## src/rtl/busy_gnt_responder.sv

```systemverilog
// Handshake responder: per accepted req, NUM_BUSY isolated busy pulses separated
// by programmable gaps, a programmable delay, then one gnt pulse.
module busy_gnt_responder #(
  parameter int CNT_W    = 8,
  parameter int NUM_BUSY = 3
) (
  input  logic             clk,
  input  logic             rst_n,
  input  logic             req,
  input  logic [CNT_W-1:0] busy_gap,
  input  logic [CNT_W-1:0] gnt_delay,
  output logic             busy,
  output logic             gnt,
  output logic             active,
  output logic             req_drop
);

  localparam int PW = $clog2(NUM_BUSY + 1);

  localparam logic [2:0] S_IDLE = 3'd0;
  localparam logic [2:0] S_GAP  = 3'd1;
  localparam logic [2:0] S_BUSY = 3'd2;
  localparam logic [2:0] S_WAIT = 3'd3;
  localparam logic [2:0] S_GNT  = 3'd4;

  logic [2:0]       state, state_nxt;
  logic [CNT_W-1:0] g_q, d_q, gap_q, dly_q;
  logic [CNT_W-1:0] g_nxt, d_nxt, gap_nxt, dly_nxt;
  logic [PW-1:0]    pcnt_q, pcnt_nxt, pcnt_inc;

  assign pcnt_inc = pcnt_q + 1'b1;

  always_comb begin
    state_nxt = state;
    g_nxt     = g_q;
    d_nxt     = d_q;
    gap_nxt   = gap_q;
    dly_nxt   = dly_q;
    pcnt_nxt  = pcnt_q;
    case (state)
      S_IDLE: begin
        if (req) begin
          // A zero gap would allow back-to-back busy; clamp so pulses stay isolated.
          g_nxt     = (busy_gap == '0) ? CNT_W'(1) : busy_gap;
          d_nxt     = gnt_delay;
          gap_nxt   = g_nxt;
          pcnt_nxt  = '0;
          state_nxt = S_GAP;
        end
      end
      S_GAP: begin
        if (gap_q <= CNT_W'(1)) begin
          gap_nxt   = '0;
          state_nxt = S_BUSY;
        end else begin
          gap_nxt = gap_q - 1'b1;
        end
      end
      S_BUSY: begin
        pcnt_nxt = pcnt_inc;
        if (pcnt_inc < PW'(NUM_BUSY)) begin
          gap_nxt   = g_q;
          state_nxt = S_GAP;
        end else if (d_q == '0) begin
          state_nxt = S_GNT;
        end else begin
          dly_nxt   = d_q;
          state_nxt = S_WAIT;
        end
      end
      S_WAIT: begin
        if (dly_q <= CNT_W'(1)) begin
          dly_nxt   = '0;
          state_nxt = S_GNT;
        end else begin
          dly_nxt = dly_q - 1'b1;
        end
      end
      S_GNT:   state_nxt = S_IDLE;
      default: state_nxt = S_IDLE;
    endcase
  end

  // Outputs decode the next state so they are registered yet aligned with it.
  always_ff @(posedge clk or negedge rst_n) begin
    if (!rst_n) begin
      state    <= S_IDLE;
      g_q      <= '0;
      d_q      <= '0;
      gap_q    <= '0;
      dly_q    <= '0;
      pcnt_q   <= '0;
      busy     <= 1'b0;
      gnt      <= 1'b0;
      active   <= 1'b0;
      req_drop <= 1'b0;
    end else begin
      state    <= state_nxt;
      g_q      <= g_nxt;
      d_q      <= d_nxt;
      gap_q    <= gap_nxt;
      dly_q    <= dly_nxt;
      pcnt_q   <= pcnt_nxt;
      busy     <= (state_nxt == S_BUSY);
      gnt      <= (state_nxt == S_GNT);
      active   <= (state_nxt != S_IDLE);
      req_drop <= req && (state != S_IDLE);
    end
  end

endmodule

```

## config.mk

```make
export PLATFORM = sky130hd
export DESIGN_NAME = busy_gnt_responder
export DESIGN_NICKNAME = d
export VERILOG_FILES = /design/src/rtl/busy_gnt_responder.sv
export SDC_FILE = /design/constraint.sdc
export NUM_CORES = 1
export LEC_CHECK = 0
export ABC_CLOCK_PERIOD_IN_PS = 2550
export BUFFER_PORTS_ARGS = -buffer_cell sky130_fd_sc_hd__buf_4
export CAP_MARGIN = 20
export CORE_ASPECT_RATIO = 0.75
export CORE_MARGIN = 5
export CORE_UTILIZATION = 45
export CTS_CLUSTER_DIAMETER = 150
export DETAILED_ROUTE_END_ITERATION = 16
export PLACE_DENSITY_LB_ADDON = 0.08
export SLEW_MARGIN = 15
export SYNTH_ARGS = -nofsm -noshare
export SYNTH_HDL_FRONTEND = slang
export SYNTH_SLANG_ARGS = --single-unit
```

## constraint.sdc

```tcl
create_clock -name clk -period 2.55 [get_ports clk]
set_clock_uncertainty 0.2 [all_clocks]
set_input_delay 0.51 -clock clk [delete_from_list [all_inputs] [get_ports clk]]
set_output_delay 0.51 -clock clk [all_outputs]
set_load 0.01 [all_outputs]
```

==> flow_metrics.tcl <==
set metrics [dict create \
    core_area_um2 4900 \
    regArea_um2 1030 \
    grt_antenna_before_repair 0 \
    yosys_warnings 0 \
    setup_viol 0 \
    multi_input_area_um2 1160 \
    crit_type "flip-flop to flip-flop" \
    drive_gt1_frac 0.244 \
    syn-mean-instance-area_um2 10.3 \
    seq_area_frac_synth 0.448 \
    syn_inst 223 \
    rows 22 \
    drt-total-wl_um 5370 \
    detail-route-antenna-nets 0 \
    clk_path_buf_depth 2 \
    syn-cell-area_um2 2290 \
    cp_max_fo 8 \
    yosysTopAreaCell "dfrtp_1" \
    synth_common_cells "dfrtp_1, nor2_1, mux2_2" \
    grt_pass1_wl_um 9010 \
    cts_tree "yes" \
    crit_required_ps 2540 \
    numCtsBuffers 5 \
    drt-initial-drc-count 228 \
    die_width_um 92.3 \
    outcome "finished with violations" \
    cp-end-kind "flip-flop" \
    pin_count 23 \
    async_flop_share 1.00 \
    drtPass1Iterations 4 \
    drt-vias-per-instance 6.13 \
    synth-edff-count 0 \
    fillCellCount 452 \
    fmax_mhz 472 \
    drc 0 \
    synth_seq_cells 41 \
    timing.hold.ws_ps -9.16 \
    powerDensity_nw_per_um2 448 \
    leakage_nw 1.16 \
    htreeDepth 2 \
    postSynthNetCount 247 \
    grt_overflow 0 \
    cts-root-buf "clkbuf_8" \
    synth-main-ff-cell "dfrtp_1" \
    synthDistinctLibCells 57 \
    synth_top_area_frac 0.448 \
    nNetsFinal 269 \
    cts_hold_buf 0 \
    port_buffers 22 \
    startpoint_type "flip-flop" \
    drv_cap 0 \
    post-route-period-util 0.832 \
    die_h_um 71.8 \
    dp_hpwl_um 3860 \
    max_slew_margin 0.619 \
    initial_utilization 0.467 \
    syn_to_final_growth_pct 13.4 \
    vdd_drop_max_v 0.000334 \
    die-area_um2 6630 \
    worstMarginPinSlew_ps 566 \
    wire_per_inst_um 17.6 \
    gp_congestion 0.815 \
    placedCellCount 298 \
    rsz0062_at_grt "false" \
    report.final.slew_viol_count 0 \
    synthTopCellsByArea "dfrtp_1, mux2_2, ha_1, nor2_1, a32oi_1" \
    violations "negative hold slack" \
    min_period_ps 2120 \
    num_vias 1876 \
    track_usage 0.173 \
    holdCritPathClass "input port to async pin" \
    post_cts_buffers 0 \
    tns_ps 0 \
    grt_max_degree 42 \
    arrival_ps 2110 \
    cts_resized 0 \
    grt_pass1_vias 1702 \
    clkTransAtPathRegs_ps 80 \
    clk_latency_ps 300 \
    synth.most_common_cell "dfrtp_1" \
    antenna_cells 0 \
    final_cells 306 \
    cts_sinks 41 \
    hold_violations 20 \
]
where the power goes:
group / switching (W) / internal [W]
Combinational: 0.0000232 / 0.0000199
Clock: 0.000224 / 0.000245
Sequential: 0.000000185 / 0.000650
final timing paths:
path,from,to,slack (ps),cells past startpoint
worst max-delay path,dly_q[2]$_DFFE_PN0P_,dly_q[5]$_DFFE_PN0P_,430,4
worst min-delay path,rst_n,d_q[2]$_DFFE_PN0P_,-9,1
worst max register to register,dly_q[2]$_DFFE_PN0P_,dly_q[5]$_DFFE_PN0P_,430,4
worst min register to register,pcnt_q[0]$_DFFE_PN0P_,pcnt_q[0]$_DFFE_PN0P_,310,1
max in group asynchronous,rst_n,gap_q[2]$_DFFE_PN0P_,1800,1
min in group clk,gnt_delay[2],d_q[2]$_DFFE_PN0P_,250,2
logic make-up (layout without fill, tap and decap cells):
kind of cell / after synthesis / after routing / synth area share
DFF: 41 / 41 / 0.448
buffers and inverters: 20 / 43 / 0.0432
AOI/OAI and AO/OA: 61 / 61 / 0.206
muxes: 15 / 15 / 0.0738
and+or+nand+nor: 80 / 80 / 0.198
xor gates and xnor gates: 1 / 1 / 0.00383
adders and majority gates: 5 / 5 / 0.0273
layer usage:
layer / wire length (um) / vias to the layer above / GRT usage
li1: - / 906 / -
met5: 0 / - / 0
met3: 346 / 0 / 0.0367
met1: 2910 / 908 / 0.288
met4: 0 / 0 / 0.0544
met2: 2110 / 62 / 0.213
cells in the final DEF, fill, tap and decap left out, types with 3 or more instances in the layout:
cell type	instances
a211o_1	3
a21boi_0	3
a22o_1	4
a32oi_1	6
buf_4	26
clkbuf_8	7
dfrtp_1	41
ha_1	5
inv_1	9
mux2_2	15
nand2_1	13
nand3_1	7
nor2_1	16
nor3_1	10
nor3b_1	3
nor4_1	7
o211ai_1	3
o21ai_0	10
o22ai_1	4
o311ai_0	3
or3b_1	3
or4_1	4
area by class of cell:
| type | count | share of cell area |
|---|---|---|
| clock buffers | 7 | 0.0371 |
| multi-input cells | 162 | 0.448 |
| clock inverters | 1 | 0.00193 |
| well taps | 60 | 0.0289 |
| inverters | 9 | 0.0130 |
| repair buffers | 26 | 0.0752 |
| flip-flops and latches | 41 | 0.395 |
worst max-delay path, cell delays in order, from the launching register on:
cell and delay, ps:
dfrtp_1 440, or3_2 540, o31ai_4 380, o22ai_1 150, a221o_1 300
flip-flops by register name, summed over array words and instances, names as in the netlist:
name      cells
d_q           8
g_q           8
dly_q         8
state         3
active        1
gnt           1
gap_q         8
req_drop      1
busy          1
pcnt_q        2
metrics by stage:
step	utilization	cell area, um2	setup WS (ps)	power, W	hold slack, ps
after global placement	0.509	2490	451	0.000708	286
after detailed placement	0.509	2490	425	0.000708	297
after CTS	0.530	2590	412	0.00118	11.8
after floorplan	-	2290	539	0.000666	14.4
final	0.530	2590	429	0.00116	-9.16
after global routing	0.530	2590	301	0.00121	32.8
No activity file was read; power rests on OpenSTA's default activity.
